<file path="src/rtl/bcd_sub_serial.sv">
// Digit-serial packed-BCD subtractor: |A - B| plus a sign flag, one digit per clock, LSD first.
// Define BCD_SUB_CHECK_EN to reject operands holding a digit above 9 (sets invalid).
module bcd_sub_serial #(
   parameter int DIGITS = 4
) (
   input  logic                  clk,
   input  logic                  rst,
   input  logic                  start,
   input  logic [4*DIGITS-1:0]   a,
   input  logic [4*DIGITS-1:0]   b,
   output logic                  busy,
   output logic                  done,
   output logic [4*DIGITS-1:0]   diff,
   output logic                  neg,
   output logic                  invalid
);

   localparam int W  = 4 * DIGITS;
   localparam int IW = (DIGITS > 1) ? $clog2(DIGITS) : 1;
   localparam logic [IW-1:0] LAST = IW'(DIGITS - 1);

   typedef enum logic [1:0] {
      IDLE = 2'd0,
      SUB  = 2'd1,
      FIX  = 2'd2,
      DONE = 2'd3
   } state_t;

   // {carry, digit} of x + (9 - y) + cin with decimal correction
   function automatic logic [4:0] dec_step(input logic [3:0] x, input logic [3:0] y,
                                           input logic cin);
      logic [4:0] t;
      logic [4:0] u;
      t = {1'b0, x} + (5'd9 - {1'b0, y}) + {4'b0000, cin};
      u = t - 5'd10;
      if (t > 5'd9) begin
         dec_step = {1'b1, u[3:0]};
      end else begin
         dec_step = {1'b0, t[3:0]};
      end
   endfunction

`ifdef BCD_SUB_CHECK_EN
   function automatic logic has_bad_digit(input logic [W-1:0] v);
      logic bad;
      bad = 1'b0;
      for (int i = 0; i < DIGITS; i++) begin
         if (v[4*i +: 4] > 4'd9) begin
            bad = 1'b1;
         end else begin
            bad = bad;
         end
      end
      return bad;
   endfunction
`endif

   state_t          state_q, state_d;
   logic [W-1:0]    a_q, a_d;
   logic [W-1:0]    b_q, b_d;
   logic [W-1:0]    res_q, res_d;
   logic [IW-1:0]   idx_q, idx_d;
   logic            c_q, c_d;
   logic            busy_q, busy_d;
   logic            done_q, done_d;
   logic [W-1:0]    diff_q, diff_d;
   logic            neg_q, neg_d;
`ifdef BCD_SUB_CHECK_EN
   logic            invalid_q, invalid_d;
`endif
   logic [4:0]      step_s;
   logic [3:0]      a_dig_s, b_dig_s, r_dig_s;

   assign a_dig_s = a_q[{idx_q, 2'b00} +: 4];
   assign b_dig_s = b_q[{idx_q, 2'b00} +: 4];
   assign r_dig_s = res_q[{idx_q, 2'b00} +: 4];

   // Next-state and datapath for the digit-serial subtract / recomplement sequence
   always_comb begin
      state_d = state_q;
      a_d     = a_q;
      b_d     = b_q;
      res_d   = res_q;
      idx_d   = idx_q;
      c_d     = c_q;
      diff_d  = diff_q;
      neg_d   = neg_q;
`ifdef BCD_SUB_CHECK_EN
      invalid_d = invalid_q;
`endif
      step_s  = 5'd0;
      case (state_q)
         IDLE: begin
            if (start) begin
               a_d     = a;
               b_d     = b;
               idx_d   = '0;
               c_d     = 1'b1;
               res_d   = '0;
               state_d = SUB;
`ifdef BCD_SUB_CHECK_EN
               if (has_bad_digit(a) || has_bad_digit(b)) begin
                  invalid_d = 1'b1;
                  diff_d    = '0;
                  neg_d     = 1'b0;
                  state_d   = DONE;
               end else begin
                  invalid_d = 1'b0;
               end
`endif
            end else begin
               state_d = IDLE;
            end
         end
         SUB: begin
            step_s                     = dec_step(a_dig_s, b_dig_s, c_q);
            res_d[{idx_q, 2'b00} +: 4] = step_s[3:0];
            c_d                        = step_s[4];
            idx_d                      = idx_q + IW'(1);
            if (idx_q == LAST) begin
               // A final carry of 1 means no borrow out, so A >= B
               if (step_s[4]) begin
                  neg_d   = 1'b0;
                  diff_d  = res_d;
                  state_d = DONE;
               end else begin
                  neg_d   = 1'b1;
                  idx_d   = '0;
                  c_d     = 1'b1;
                  state_d = FIX;
               end
            end else begin
               state_d = SUB;
            end
         end
         FIX: begin
            step_s                     = dec_step(4'd0, r_dig_s, c_q);
            res_d[{idx_q, 2'b00} +: 4] = step_s[3:0];
            c_d                        = step_s[4];
            idx_d                      = idx_q + IW'(1);
            if (idx_q == LAST) begin
               diff_d  = res_d;
               state_d = DONE;
            end else begin
               state_d = FIX;
            end
         end
         DONE: begin
            state_d = IDLE;
         end
         default: begin
            state_d = IDLE;
         end
      endcase
      busy_d = (state_d != IDLE);
      done_d = (state_q == DONE);
   end

   // State and registered outputs, synchronous reset
   always_ff @(posedge clk) begin
      if (rst) begin
         state_q <= IDLE;
         a_q     <= '0;
         b_q     <= '0;
         res_q   <= '0;
         idx_q   <= '0;
         c_q     <= 1'b0;
         busy_q  <= 1'b0;
         done_q  <= 1'b0;
         diff_q  <= '0;
         neg_q   <= 1'b0;
`ifdef BCD_SUB_CHECK_EN
         invalid_q <= 1'b0;
`endif
      end else begin
         state_q <= state_d;
         a_q     <= a_d;
         b_q     <= b_d;
         res_q   <= res_d;
         idx_q   <= idx_d;
         c_q     <= c_d;
         busy_q  <= busy_d;
         done_q  <= done_d;
         diff_q  <= diff_d;
         neg_q   <= neg_d;
`ifdef BCD_SUB_CHECK_EN
         invalid_q <= invalid_d;
`endif
      end
   end

   assign busy = busy_q;
   assign done = done_q;
   assign diff = diff_q;
   assign neg  = neg_q;
`ifdef BCD_SUB_CHECK_EN
   assign invalid = invalid_q;
`else
   assign invalid = 1'b0;
`endif

endmodule
</file>
<file path="config.mk">
export PLATFORM = sky130hd
export DESIGN_NAME = bcd_sub_serial
export DESIGN_NICKNAME = d
export VERILOG_FILES = /design/src/rtl/bcd_sub_serial.sv
export SDC_FILE = /design/constraint.sdc
export NUM_CORES = 1
export LEC_CHECK = 0
export BUFFER_PORTS_ARGS = -buffer_cell sky130_fd_sc_hd__buf_2
export CAP_MARGIN = 20
export CELL_PAD_IN_SITES_DETAIL_PLACEMENT = 1
export CELL_PAD_IN_SITES_GLOBAL_PLACEMENT = 1
export CORE_MARGIN = 4
export CORE_UTILIZATION = 44
export CTS_CLUSTER_SIZE = 8
export DETAILED_ROUTE_END_ITERATION = 7
export PLACE_DENSITY_LB_ADDON = 0.1
export SYNTH_ARGS = -nofsm -noshare
export SYNTH_HDL_FRONTEND = slang
export SYNTH_SLANG_ARGS = --single-unit
</file>
<file path="constraint.sdc">
create_clock -name clk -period 5.5 [get_ports clk]
set_clock_uncertainty 0.15 [all_clocks]
set_input_delay 1.375 -clock clk [delete_from_list [all_inputs] [get_ports clk]]
set_output_delay 1.375 -clock clk [all_outputs]
set_load 0.03 [all_outputs]
</file>
=== Word level (Yosys, flattened, before mapping) ===
Index checks and enable logic that the tools add are counted.

* Register bits: 72
* Bits in latches: 0
* RAM bits: 0
* ROM bits: 0
* Output and inout port bits: 20
* Memories: 0

* Add/sub/neg operators: 9
* $mul: 0
* Div/mod/pow operators: 0
* Magnitude comparators: 2
* Equality and inequality tests: 8
* Shift operators: 6
* Multiplexer cells: 25
* Bitwise gates (word level): 0
* Reductions and logical operators: 8

{| class="wikitable"
|+ Operators with widths
! operator !! number
|-
| 2-to-1 mux 16 bit || 4
|-
| case mux 16 bit (3 select lines) || 1
|-
| variable part select 16 x 5 -> 4 bit || 3
|-
| bitwise mux 16 bit || 2
|-
| case mux 16 bit (2 select lines) || 1
|-
| variable part select 4 x 6 -> 16 bit || 2
|-
| 2-to-1 mux 5 bit || 4
|-
| variable shift 4 x 6 -> 16 bit, first input constant || 1
|-
| adder 5 x 1 -> 5 bit || 2
|-
| greater-than comparator 5 x 4 -> 1 bit, second input constant || 2
|-
| subtractor 4 x 4 -> 5 bit, first input constant || 2
|-
| 2-to-1 mux 2 bit || 4
|-
| inequality test 2 bit, second input constant || 4
|-
| case mux 2 bit (4 select lines) || 1
|-
| subtractor 4 bit, second input constant || 2
|-
| equality test 2 bit, second input constant || 3
|-
| 2-to-1 mux 1 bit || 6
|-
| negation 4 -> 6 bit || 1
|-
| case mux 2 bit (3 select lines) || 1
|-
| AND reduction 2 bit || 3
|-
| adder 4 x 5 -> 5 bit || 1
|-
| AND reduction 4 bit || 1
|-
| nonzero test 2 bit || 2
|-
| case mux 1 bit (3 select lines) || 1
|-
| 4 further kinds || 4
|}

=== Logic depth before layout (Yosys ltp) ===
Gate-level depths: netlist of the first run.

* Depth after elaboration: 12
* Mapped depth: 18
* Depth with buffers taken out: 14

=== Worst setup path after synthesis of the first run ===
Ideal clock, no wire load.

* Kind: reg-to-reg
* Start: register idx_q[0]
* End: register diff_q[5], in the netlist diff[5]
* Data arrival time: 4.331 ns
* Slack: 0.874 ns
* Cell stages (with the launch flop): 16
* Path buffers: 3
* Path through: dfxtp_1 > buf_2 > buf_1 > mux4_2 > fa_1 > inv_1 > ha_1 > fa_1 > inv_1 > ha_1 > nand2b_1 > a2111oi_0 > nor3_1 > clkbuf_1 > a2111oi_0 > a2111oi_2

* Longest elaborated chain between the ends: 12

{| class="wikitable"
|+ Ends and longest elaborated chain
! item !! RTL line !! RTL
|-
| start: declaration || 62 || <nowiki>logic [IW-1:0] idx_q, idx_d;</nowiki>
|-
| start signal: assignment || 180 || <nowiki>idx_q <= idx_d;</nowiki>
|-
| variable part select 16 x 5 -> 4 bit || 75 || <nowiki>assign b_dig_s = b_q[{idx_q, 2'b00} +: 4];</nowiki>
|-
| subtractor 4 x 4 -> 5 bit || 34 || <nowiki>t = {1'b0, x} + (5'd9 - {1'b0, y}) + {4'b0000, cin};</nowiki>
|-
| adder 4 x 5 -> 5 bit || 34 ||
|-
| adder 5 x 1 -> 5 bit || 34 ||
|-
| subtractor 4 bit or greater-than comparator 5 x 4 -> 1 bit (tied branches) || 35, 36 ||
|-
| 2-to-1 mux 5 bit || 36 || <nowiki>if (t > 5'd9) begin</nowiki>
|-
| 2-to-1 mux 5 bit || 92 || <nowiki>case (state_q)</nowiki>
|-
| variable part select 4 x 6 -> 16 bit || 117 || <nowiki>res_d[{idx_q, 2'b00} +: 4] = step_s[3:0];</nowiki>
|-
| bitwise mux 16 bit || 117 ||
|-
| 2-to-1 mux 16 bit || 122 || <nowiki>if (step_s[4]) begin</nowiki>
|-
| 2-to-1 mux 16 bit || 120 || <nowiki>if (idx_q == LAST) begin</nowiki>
|-
| case mux 16 bit (2 select lines) || 92 ||
|-
| end signal: assignment || 184 || <nowiki>diff_q <= diff_d;</nowiki>
|-
| end: declaration || 66 || <nowiki>logic [W-1:0] diff_q, diff_d;</nowiki>
|}

Parallel ways exist; a longest one is shown, timed or not. The select of a mux whose other input is x is not followed.
A chain may end at the register's enable or synchronous reset.

=== Worst setup path in the final report of the first run ===
* Start: register idx_q[0]
* End: register diff_q[15], in the netlist diff[15]

Same word-level chain as after synthesis.

==> impl_metrics.json, run 1 <==
{
  "dr.pass1.iters": 4,
  "powerDensity_mw_per_mm2": 259,
  "layout_common_cells": "nand2_1 (105), dfxtp_1 (72), a21oi_1 (63), buf_2 (53)",
  "design_area_mm2": 0.00515,
  "synth.avg_cell_area_um2": 8.14,
  "drv_cap": 0,
  "nNetsFinal": 653,
  "p_leak_nw": 1.97,
  "grt_setup_unrepaired": "false",
  "port_buffers": 53,
  "core.rowCount": 36,
  "start_kind": "flip-flop",
  "ys.flop_type": "dfxtp_1",
  "end_kind": "flip-flop",
  "outcome": "completed",
  "r2r_cells": 14,
  "hold_path_class": "reg -> reg",
  "place_hpwl_mm": 10.4,
  "clk_pin_slew_ps": 80,
  "clkLatencyLatePin_ps": 360,
  "hold_viol": 0,
  "seq_area_frac_synth_pct": 31.6,
  "die_area_mm2": 0.0120,
  "root_buffer": "clkbuf_8",
  "fmax_mhz": 222,
  "ys_ff_latch": 72,
  "layout-area-overhead-vs-synth_pct": 13.1,
  "gp_congestion": 0.834,
  "diodes": 0,
  "die_h_um": 110,
  "drc": 0,
  "cts.sinks": 72,
  "cts_buffer_depth": 2,
  "antenna_found_initial": 0,
  "final.period_utilization_pct": 81.9,
  "cts_tree": "yes",
  "overflow": 0,
  "vias": 4322,
  "start_util_pct": 46.0,
  "required_ps": 5600,
  "detail_route.wl_per_cell_um": 19.2,
  "drive_above_1_share_pct": 17.9,
  "track_usage_pct": 24.8,
  "yosysWarnings": 0,
  "cts_setup_buffers": 0,
  "fin_util_pct": 52.0,
  "finalPower_mw": 1.33,
  "period_needed_ps": 4510,
  "setup_viol": 0,
  "synthesis.area_mm2": 0.00456,
  "avgViaCountPerCell": 5.92,
  "ys_async_sr_fraction_pct": 0,
  "yosysUniqueCellTypes": 67,
  "tightest_slew_ps": 983,
  "postRouteWirelength_mm": 14.1,
  "synth_edf_count": 0,
  "postRouteAntennaNets": 0,
  "numCtsBuffers": 9,
  "crit_type": "reg -> reg",
  "max_slew_margin_pct": 34.5,
  "placed_area_mm2": 0.00489,
  "drv_slew": 0,
  "holdPathStages": 2,
  "synth_cells": 560,
  "layout_commonest_cell": "nand2_1",
  "grt_pass1_vias": 4444,
  "die_w_um": 110,
  "setup_tns_ps": 0,
  "crit_fanout": 19,
  "cts_max_level": 3,
  "io_pins": 55,
  "grt_max_degree": 47,
  "cts_hold_buffers": 0,
  "irDropWorstVdd_mv": 0.155,
  "syn_nets": 621,
  "fp.coreArea_mm2": 0.00991,
  "drtIter0Drc": 248,
  "cp.arrival_ps": 4600,
  "grt_pass1_wl_mm": 23.0,
  "cts_resized": 0
}
-- report_power, final --
part	internal (mW)	switching (mW)
sequential	0.539	0.0118
combinational	0.110	0.209
clock	0.254	0.210
-- critical path: stages (launching register included) --
cell,delay (ps)
dfxtp_1,430
buf_4,290
mux4_2,520
inv_1,70
ha_1,210
inv_1,60
ha_1,170
fa_1,430
inv_1,120
ha_1,150
nand2b_1,70
a2111oi_0,620
or3_1,660
o21ai_0,160
a211oi_1,270
-- kinds of logic (layout without fill, tap and decap cells) --
kind of cell / count (synthesis) / after routing / share of synthesized area, %
AND/OR/NAND/NOR: 210 / 210 / 22.5
AO/OA/AOI/OAI: 163 / 163 / 23.6
flip-flops: 72 / 72 / 31.6
buffers and inverters: 66 / 103 / 5.85
adder cells (fa/ha/maj): 26 / 26 / 7.47
multiplexers: 17 / 17 / 7.06
XOR/XNOR: 5 / 5 / 1.78
other: 1 / 1 / 0.0823
-- synth_stat cells (3+ instances only) --
| cell type | instances | share of area [%] |
|---|---|---|
| nor4b_1 | 4 | 0.77 |
| a2111oi_0 | 5 | 0.96 |
| nand2b_1 | 10 | 1.4 |
| and3_1 | 5 | 0.69 |
| ha_1 | 24 | 6.6 |
| a31o_1 | 4 | 0.77 |
| a211oi_1 | 11 | 1.8 |
| nor3_1 | 11 | 1.2 |
| nor4_2 | 3 | 0.82 |
| o21a_1 | 4 | 0.66 |
| nor2b_1 | 5 | 0.69 |
| a22oi_1 | 4 | 0.66 |
| and4_1 | 4 | 0.77 |
| buf_2 | 5 | 0.55 |
| o21ai_0 | 26 | 2.9 |
| nand3_1 | 12 | 1.3 |
| mux4_2 | 12 | 5.9 |
| mux2i_1 | 4 | 0.88 |
| buf_1 | 5 | 0.41 |
| a21oi_1 | 63 | 6.9 |
| nor2_1 | 26 | 2.1 |
| clkbuf_1 | 28 | 2.3 |
| inv_1 | 25 | 2.1 |
| nand2_1 | 105 | 8.6 |
| nor4_1 | 3 | 0.41 |
| a31oi_1 | 5 | 0.69 |
| a21o_1 | 4 | 0.66 |
| a32o_1 | 3 | 0.66 |
| and2_1 | 6 | 0.82 |
| o21ai_1 | 6 | 0.66 |
| dfxtp_1 | 72 | 32 |
| a221oi_1 | 4 | 0.77 |
| a311oi_1 | 3 | 0.58 |
| a2bb2oi_1 | 4 | 0.77 |
-- registers in the layout, indices dropped and copies added, names as in the netlist --
signal,cells
a_q,16
b_q,16
busy,1
c_q,1
diff,16
done,1
idx_q,2
neg,1
res_q,16
state_q,2
-- final cells by class --
class / count / area, um^2
fill: 1241 / 4760
multi-input combinational: 422 / 2870
sequential: 72 / 1440
timing repair buffer: 62 / 373
tap: 133 / 166
clock buffer: 10 / 128
inverter: 25 / 93.8
clock inverter: 6 / 83.8
-- stage by stage --
step                      std cells  worst slack, ps  hold slack [ps]
after CTS                       728              983              309
after global routing            730              588              331
after global placement          712             1150              293
after floorplan                 560              874              283
after detailed placement        712             1040              299
final                           730              994              311
-- metal layers --
layer	up-vias	track usage, %	share of wire, %
li1	2066	-	-
met1	2134	30.4	42
met2	101	43.7	51
met3	21	4.64	4.8
met4	0	8.10	1.9
met5	-	0	0
-- final timing paths --
path | start | slack, ps | end
worst min register to register | neg$_SDFFE_PP0P_ | 310 | neg$_SDFFE_PP0P_
worst min-delay path | neg$_SDFFE_PP0P_ | 310 | neg$_SDFFE_PP0P_
worst max register to register | idx_q[0]$_SDFFE_PP0P_ | 990 | diff[15]$_SDFFE_PP0P_
worst max-delay path | idx_q[0]$_SDFFE_PP0P_ | 990 | diff[15]$_SDFFE_PP0P_
No activity file was read; power rests on OpenSTA's default activity.
==> run 2: changes to the inputs <==
Settings changed: ABC_AREA set to 1, CORE_UTILIZATION 44 to 37.
Clock period 5.5 ns to 3.8 ns, I/O delays scaled along.
==> run 2 against run 1 <==
Non-clock buffer count grew 14. Register-to-register slack lost 910 ps. Cell count is 15% higher. Critical path depth grew 8. Fmax up 21%. Combinational power up 99%. Via count up 1.3%. Die area grew 12%. Clock power up 96%. Sequential share of layout area fell by 0.35 points. Largest power group is now the clock network.
==> impl_metrics.json, run 2 <==
{
  "grt_max_degree": 35,
  "port_buffers": 53,
  "core.rowCount": 39,
  "postRouteWirelength_mm": 13.5,
  "drc": 0,
  "layout_commonest_cell": "nand2_1",
  "p_leak_nw": 2.35,
  "cts_buffer_depth": 2,
  "fmax_mhz": 269,
  "fp.coreArea_mm2": 0.0114,
  "avgViaCountPerCell": 5.21,
  "required_ps": 3870,
  "drive_above_1_share_pct": 21.4,
  "crit_type": "reg -> reg",
  "grt_pass1_wl_mm": 22.2,
  "drtIter0Drc": 227,
  "worstReg2RegEnd": "res_q[11]$_SDFFE_PP0P_",
  "yosysUniqueCellTypes": 39,
  "hold_path_class": "reg -> reg",
  "grt-busiest-layer": "met2",
  "grt_use_met3_pct": 3.76,
  "synth_simple_gate_area_share_pct": 27.6,
  "start_util_pct": 37.7,
  "overflow": 0,
  "p_seq_share_pct": 34.4,
  "final.period_utilization_pct": 97.8,
  "synth_area_leaders": "dfxtp_1 (33%), nand2_1 (13%), o21ai_0 (8.8%), nor2_1 (7.8%), ha_1 (7.0%)",
  "track_usage_pct": 21.0,
  "place_hpwl_mm": 9.90,
  "yosysWarnings": 0,
  "die_w_um": 116,
  "cp.arrival_ps": 3780,
  "layout-area-overhead-vs-synth_pct": 21.5,
  "gr-usage-met1_pct": 29.2,
  "synthTopCellsByCount": "nand2_1 (146), nor2_1 (90), o21ai_0 (76)",
  "setup_viol": 0,
  "vias": 4379,
  "finalPower_mw": 2.36,
  "placed_area_mm2": 0.00474,
  "crit_fanout": 6,
  "postRouteAntennaNets": 0,
  "yosys.area.top_type_share_pct": 33.4,
  "ys.flop_type": "dfxtp_1",
  "io_pins": 55,
  "die_h_um": 116,
  "hold_viol": 0,
  "ys_ff_latch": 72,
  "cts_tree": "yes",
  "detail_route.wl_per_cell_um": 16.1,
  "place_ws_ps": -52.8,
  "switching_power_uw": 710,
  "p_comb_share_pct": 27.0,
  "intPower_mw": 1.65,
  "cts.sinks": 72,
  "yosys.area_share.xor_xnor_pct": 0.784,
  "synth_cells": 639,
  "synth_compound_area_share_pct": 21.7,
  "cts_max_level": 3,
  "muxShareOfSynthArea_pct": 0,
  "irDropWorstVdd_mv": 0.234,
  "power_frac_clock_pct": 38.6,
  "startpoint": "idx_q[0]$_SDFFE_PP0P_",
  "setup_slack_ps": 83.9,
  "root_buffer": "clkbuf_16",
  "period_needed_ps": 3720,
  "layout_common_cells": "nand2_1 (143), nor2_1 (87), dfxtp_1 (70), o21ai_0 (65), a21oi_1 (55)",
  "max_slew_margin_pct": 34.4,
  "fin_util_pct": 45.8,
  "r2r_cells": 22,
  "clk_pin_slew_ps": 60,
  "antenna_found_initial": 0,
  "synth_edf_count": 0,
  "drv_cap": 0,
  "outcome": "completed",
  "grt_pass1_vias": 4418,
  "ys_async_sr_fraction_pct": 0,
  "yosysMostFrequentCell": "nand2_1",
  "gp_congestion": 0.846,
  "numCtsBuffers": 9,
  "synth_top_area_cell": "dfxtp_1",
  "tightest_slew_ps": 983,
  "reg2reg_from": "idx_q[0]$_SDFFE_PP0P_",
  "synthAdderAreaFrac_pct": 7.90,
  "clkLatencyLatePin_ps": 350,
  "synthesis.area_mm2": 0.00431,
  "start_kind": "flip-flop",
  "setup_tns_ps": 0,
  "nFillCells": 1499,
  "seq_area_frac_synth_pct": 33.4,
  "synth_top_family_by_area": "simple AND/OR/NAND/NOR gates",
  "nNetsFinal": 753,
  "die_area_mm2": 0.0134,
  "drv_slew": 0,
  "syn_nets": 700,
  "end_kind": "flip-flop",
  "dr.pass1.iters": 5,
  "critPathCapture": "res_q[11]$_SDFFE_PP0P_",
  "grt_use_met2_pct": 32.9,
  "synth.avg_cell_area_um2": 6.75,
  "design_area_mm2": 0.00524,
  "switching_share_pct": 30.2,
  "diodes": 0,
  "powerDensity_mw_per_mm2": 450,
  "ff2ff_setup_slack_ps": 80
}
run 2: cell types whose count changed in the layout (fill, tap and decap cells not counted), moves of 11 or more:
cell,before,now
nor2_1,26,87
inv_1,25,47
buf_4,7,20
a211oi_1,11,0
nand2_2,0,11
mux4_2,12,0
nand2_1,105,143
o21ai_0,26,65
run 2: cell type report:
type / count / area [um^2] / share of cell area [%]
timing repair buffer: 76 / 452 / 8.63
multi-input combinational: 478 / 2620 / 50.1
clock inverter: 3 / 65.1 / 1.24
inverter: 55 / 219 / 4.18
sequential: 72 / 1450 / 27.6
tap: 143 / 179 / 3.42
clock buffer: 13 / 250 / 4.78
run 2: timing repair:
action                                 4_1_cts  5_1_grt
pin swaps                                    1       13
setup endpoints to repair                    5       27
hold buffers                                 0        0
buffers inserted                             0        5
gates resized for setup                      4       44
gates cloned                                 0        1
endpoints found under the hold margin        0        0
run 2: worst min-delay path by stage:
| stage | cells after the start | start | endpoint | slack [ps] |
|---|---|---|---|---|
| floorplan | 2 | res_q[3]$_SDFFE_PP0P_ | res_q[3]$_SDFFE_PP0P_ | 290 |
| finish | 2 | res_q[11]$_SDFFE_PP0P_ | res_q[11]$_SDFFE_PP0P_ | 320 |
| detailed placement | 2 | res_q[11]$_SDFFE_PP0P_ | res_q[11]$_SDFFE_PP0P_ | 310 |
| global placement | 2 | res_q[3]$_SDFFE_PP0P_ | res_q[3]$_SDFFE_PP0P_ | 300 |
| global route | 2 | res_q[11]$_SDFFE_PP0P_ | res_q[11]$_SDFFE_PP0P_ | 330 |
| CTS | 2 | res_q[11]$_SDFFE_PP0P_ | res_q[11]$_SDFFE_PP0P_ | 320 |
run 2: per-stage QoR:
step           std cells  hold WS [ps]
5_1_grt              840           331
4_1_cts              834           316
3_5_place_dp         818           306
6_report             840           316
3_3_place_gp         818           303
2_1_floorplan        639           289
run 2: cell families (layout without fill, tap and decap cells):
| kind of cell | Yosys count | after routing |
|---|---|---|
| AOI/OAI and AO/OA | 169 | 169 |
| other | 1 | 1 |
| and+or+nand+nor | 279 | 279 |
| buffers and inverters | 89 | 147 |
| adders and majority gates | 26 | 26 |
| DFF | 72 | 72 |
| xor gates and xnor gates | 3 | 3 |
run 2: layer usage:
metal / vias up / share of wire [%] / wire length [um]
li1: 2194 / - / -
met1: 2099 / 49 / 6680
met2: 72 / 45 / 6130
met3: 14 / 3.9 / 526
met4: 0 / 1.5 / 201
met5: - / 0 / 0
run 2: worst max-delay path: stages (launching register included):
cell	delay, ps
dfxtp_4	400
buf_6	130
nand2_1	50
a32o_1	250
fa_1	370
inv_2	70
ha_4	130
fa_1	450
inv_2	110
ha_1	150
nand2_1	80
a21oi_2	190
o31ai_4	100
nand2_4	140
o21ai_1	80
buf_4	150
buf_4	120
nand4_1	120
o21ai_1	110
nand2_1	70
nand2_1	50
nand2_1	60
a21oi_1	50
run 2: power groups by stage:
stage | Sequential (mW) | Clock [mW] | Combinational (mW)
after floorplan | 0.819 | 0 | 0.325
after global placement | 0.826 | 0 | 0.476
after detailed placement | 0.826 | 0 | 0.496
after CTS | 0.811 | 0.929 | 0.506
after global routing | 0.815 | 0.966 | 0.703
final | 0.811 | 0.909 | 0.636
